==> src/rtl/ram_arbiter.sv <==
// Two-requester round-robin arbiter in front of a single RAM port.
// Optional ARB_TIMEOUT_EN adds a 4-bit stall watchdog that forces IDLE and raises a sticky err.
module ram_arbiter (
   input  logic        CLK,
   input  logic        nRST,
   input  logic [1:0]  ren,
   input  logic [1:0]  wen,
   input  logic [31:0] addr0,
   input  logic [31:0] addr1,
   input  logic [31:0] store0,
   input  logic [31:0] store1,
   output logic [1:0]  rwait,
   output logic [31:0] load,
   output logic [31:0] ramaddr,
   output logic [31:0] ramstore,
   output logic        ramREN,
   output logic        ramWEN,
   input  logic [31:0] ramload,
   input  logic [1:0]  ramstate,
   output logic        err
);

   typedef enum logic [1:0] {IDLE, GNT0, GNT1} state_t;
   localparam logic [1:0] ACCESS = 2'd2;

   state_t     state, next;
   logic       lg;
   logic [1:0] act, gnt;
   logic       gi, granted, access, abort, timeout;

   assign act     = ren | wen;
   assign gnt     = {state == GNT1, state == GNT0};
   assign granted = |gnt;
   assign gi      = gnt[1];
   // a beat completes only if the owner still holds its request
   assign access  = granted && (ramstate == ACCESS) && act[gi];
   assign abort   = granted && !act[gi];

`ifdef ARB_TIMEOUT_EN
   logic [3:0] cnt;

   assign timeout = granted && !access && !abort && (cnt == 4'd14);

   always_ff @(posedge CLK or negedge nRST) begin
      if (!nRST) begin
         cnt <= '0;
         err <= 1'b0;
      end else begin
         if (timeout) err <= 1'b1;
         if (granted && !access && !abort && !timeout) cnt <= cnt + 4'd1;
         else                                         cnt <= '0;
      end
   end
`else
   assign timeout = 1'b0;
   assign err     = 1'b0;
`endif

   always_comb begin
      next = state;
      case (state)
         IDLE: begin
            if (act == 2'b11)  next = lg ? GNT0 : GNT1;
            else if (act[0])   next = GNT0;
            else if (act[1])   next = GNT1;
         end
         default: begin
            if (access) begin
               if (act[~gi]) next = gi ? GNT0 : GNT1;
            end else if (abort || timeout) begin
               next = IDLE;
            end
         end
      endcase
   end

   always_ff @(posedge CLK or negedge nRST) begin
      if (!nRST) begin
         state <= IDLE;
         lg    <= 1'b1;
      end else begin
         state <= next;
         if (access || timeout) lg <= gi;
      end
   end

   always_comb begin
      ramaddr  = '0;
      ramstore = '0;
      ramREN   = 1'b0;
      ramWEN   = 1'b0;
      if (granted) begin
         ramaddr  = gi ? addr1 : addr0;
         ramstore = gi ? store1 : store0;
         ramWEN   = wen[gi];
         ramREN   = ren[gi] & ~wen[gi];
      end
   end

   assign rwait = act & ~(gnt & {2{ramstate == ACCESS}});
   assign load  = ramload;

endmodule
==> config.mk <==
export PLATFORM = sky130hd
export DESIGN_NAME = ram_arbiter
export DESIGN_NICKNAME = d
export VERILOG_FILES = /design/src/rtl/ram_arbiter.sv
export SDC_FILE = /design/constraint.sdc
export NUM_CORES = 1
export LEC_CHECK = 0
export BUFFER_PORTS_ARGS = -buffer_cell sky130_fd_sc_hd__buf_2
export CORE_AREA = 2 2 105 107
export DETAILED_ROUTE_END_ITERATION = 8
export DIE_AREA = 0 0 107 109
export MAX_ROUTING_LAYER = met4
export SYNTH_ARGS = -nofsm -noshare
export SYNTH_HDL_FRONTEND = slang
export SYNTH_SLANG_ARGS = --single-unit
export TNS_END_PERCENT = 30
==> constraint.sdc <==
create_clock -name CLK -period 2 [get_ports CLK]
set_input_delay 0.3 -clock CLK [delete_from_list [all_inputs] [get_ports CLK]]
set_output_delay 0.3 -clock CLK [all_outputs]
set_load 0.01 [all_outputs]
==> reports/results.ini <==
[status]
status = finished clean

[worst_setup_path]
worst_ep_arrival_time_ns = 1.66
crit_slowest_cell = or3b_2
path_cells = inv_2 -> ha_1 -> or3b_2 -> a21boi_2 -> buf_6
endpoint_kind = output pin
max_stage_delay_ns = 0.45
critical_path_class = reg -> out
critPathLaunchType = flop
crit_required_ns = 1.70
r2r_start = state[0]$_DFFE_PN0P_
cp_max_fo = 3
crit_buf_inv = 2
critPathTopFamily = simple AND/OR/NAND/NOR gates
cp-startpoint = state[0]$_DFFE_PN0P_

[cts]
clkLatencyLatePin_ns = 0.21
cts_made_buffers = 3
htreeDepth = 1
cts-root-buf = clkbuf_8
cts_tree = yes
max-clock-path-buffers = 2
clk_pin_slew_ns = 0.03
clock_sinks = 3

[routing]
via_per_inst = 4.05
drtAntennaViolNets = 0
wl_per_cell_um = 12.8
dr.first_iter.drc_count = 91
wl_mm = 6.81
drc = 0
num_vias = 2148
drtPass1Iterations = 4

[floorplanning]
initial_core_util_pct = 16.2
die-area_um2 = 11700
die_height_um = 109
floorplan.rows = 38
core_um2 = 10600
die_w_um = 107
io_pins = 269

[sta]
final_hold_viol_count = 0
worst_clock_skew_ns = 0.00152
min_period_ns = 1.96
fmax_ghz = 0.511
finalSetupViolCount = 0
maxSlewViolCount = 0
post-route-period-util_pct = 97.9
rsz0062_at_grt = yes
setup_tns_ns = 0

[global_routing]
grt_max_degree = 39
use_met1_pct = 8.98
grt_use_met2_pct = 19.2
grt_busiest_layer = met2
grt_usage_pct = 9.57
antenna_found_initial = 0
grt_first_pass_wirelength_mm = 8.74
gr-total-overflow = 0
use_met3_pct = 1.79
grt_pass1_vias = 1962

[power]
ir_drop_mv = 0.422
power_leakage_nw = 1.61
powerDensity_nw_per_um2 = 1450
total_power_mw = 4.25

[final_layout]
multi_input_area_um2 = 1350
final_cell_mix = 202 x buf_2, 66 x nor2b_1, 63 x mux2i_1
final_area_um2 = 2930
final_common_cell = buf_2
ff_latch_area_um2 = 76.3
area_growth_pct = 70.5
fill_cells = 1124
final_util_pct = 27.6
drive_gt1_share_pct = 61.1
nets = 564
diodes = 0

[job]
cap_viol_max_count = 0

[placement]
globalplace.congestion = 0.810
hpwl_mm = 5.34
dpl_cell_area_um2 = 2680
io_buffer_count = 203

[synth]
syn-num-nets = 386
synth_area_um2 = 1720
ys_ff_latch = 3
yosysWarnings = 0
netlist-cell-type-count = 31
yosysSeqAreaShare_pct = 4.44
avgSynthCellArea_um2 = 8.03
syn_inst = 214

[worst_hold_path]
hold_class = in -> async

power by group:
part	switching [mW]	total, mW	internal [mW]
combinational	1.88	3.96	2.08
sequential	0.0240	0.119	0.0953
clock	0.0379	0.174	0.136
worst register-to-register path, delay by kind of cell, from the launching register on:
kind            cells  cell delay, ns
fa+ha+maj           1            0.16
buf+inv             4            0.44
mux                 1            0.35
flops               1            0.40
compound gates      2            0.39
layer usage:
metal  part of all wire (%)  routed length [um]
met5                      0                   0
met4                    1.4                  97
met3                    9.1                 617
met2                     53                3610
met1                     37                2490
sequential cells by signal, indices dropped and copies added (netlist names):
register / cells
state: 2
lg: 1
cell usage after synthesis:
library cell,number,area (um^2)
buf_4,37,278
a21oi_2,1,8.76
nor2b_1,66,413
nor2_2,1,6.26
clkbuf_1,7,26.3
a21o_1,1,7.51
dfstp_2,1,26.3
mux2_1,1,11.3
a2111oi_0,1,8.76
inv_2,1,3.75
o41ai_1,1,8.76
or3b_2,1,8.76
ha_1,4,50.1
nor3_2,1,10.0
a21oi_1,2,10.0
or2b_1,1,7.51
dfrtp_1,2,50.1
o21bai_1,1,7.51
o21ai_0,2,10.0
inv_1,2,7.51
nor2_1,2,7.51
mux2i_1,66,661
nand3b_1,1,7.51
buf_2,4,20.0
o31a_1,1,8.76
mux2_2,1,11.3
conb_1,1,3.75
o221ai_2,1,15.0
a31oi_1,1,6.26
a21boi_0,1,7.51
nand3b_2,1,11.3
stage by stage:
stage | std cells | worst slack, ns | hold WS (ns)
detailed placement | 516 | 0.118 | 0.107
finish | 531 | 0.0418 | 0.423
global placement | 516 | 0.197 | 0.100
global route | 531 | -0.0154 | 0.435
floorplan | 214 | 0.256 | 0.00441
CTS | 523 | 0.0186 | 0.415
timing repair:
action                                  4_1_cts  5_1_grt
hold endpoints to repair                      2        0
pin swaps                                     1        1
gates resized for setup                       9        7
hold buffers                                  1        0
cloned                                        0        4
setup buffers                                 2        4
endpoints found under the setup margin       65       65
final cells by class:
| cell class | count | area share [%] |
|---|---|---|
| Multi-Input combinational cell | 160 | 46.0 |
| Timing Repair Buffer | 221 | 43.5 |
| Clock buffer | 4 | 1.54 |
| Inverter | 3 | 0.384 |
| Sequential cell | 3 | 2.60 |
| Tap cell | 140 | 5.98 |
cells by family (layout without fill, tap and decap cells):
| family | after synthesis | in the layout | synth area share (%) |
|---|---|---|---|
| AO/OA/AOI/OAI | 13 | 13 | 5.75 |
| adder cells (fa/ha/maj) | 4 | 4 | 2.91 |
| buffers and inverters | 51 | 228 | 19.5 |
| flip-flops | 3 | 3 | 4.44 |
| multiplexers | 68 | 68 | 39.7 |
| other | 1 | 1 | 0.218 |
| AND/OR/NAND/NOR | 74 | 74 | 27.4 |
final timing paths:
kind / end / slack (ns) / cells after the start
setup / recovery: ramREN / 0.04 / 5
hold / removal: state[1]$_DFFE_PN0P_ / 0.42 / 2
setup reg to reg: state[0]$_DFFE_PN0P_ / 0.14 / 8
hold reg to reg: state[0]$_DFFE_PN0P_ / 0.57 / 1
max in group asynchronous: lg$_DFFE_PN1N_ / 1.38 / 2
min in group CLK: state[0]$_DFFE_PN0P_ / 0.57 / 1
Power figures use the tool's default switching activity.
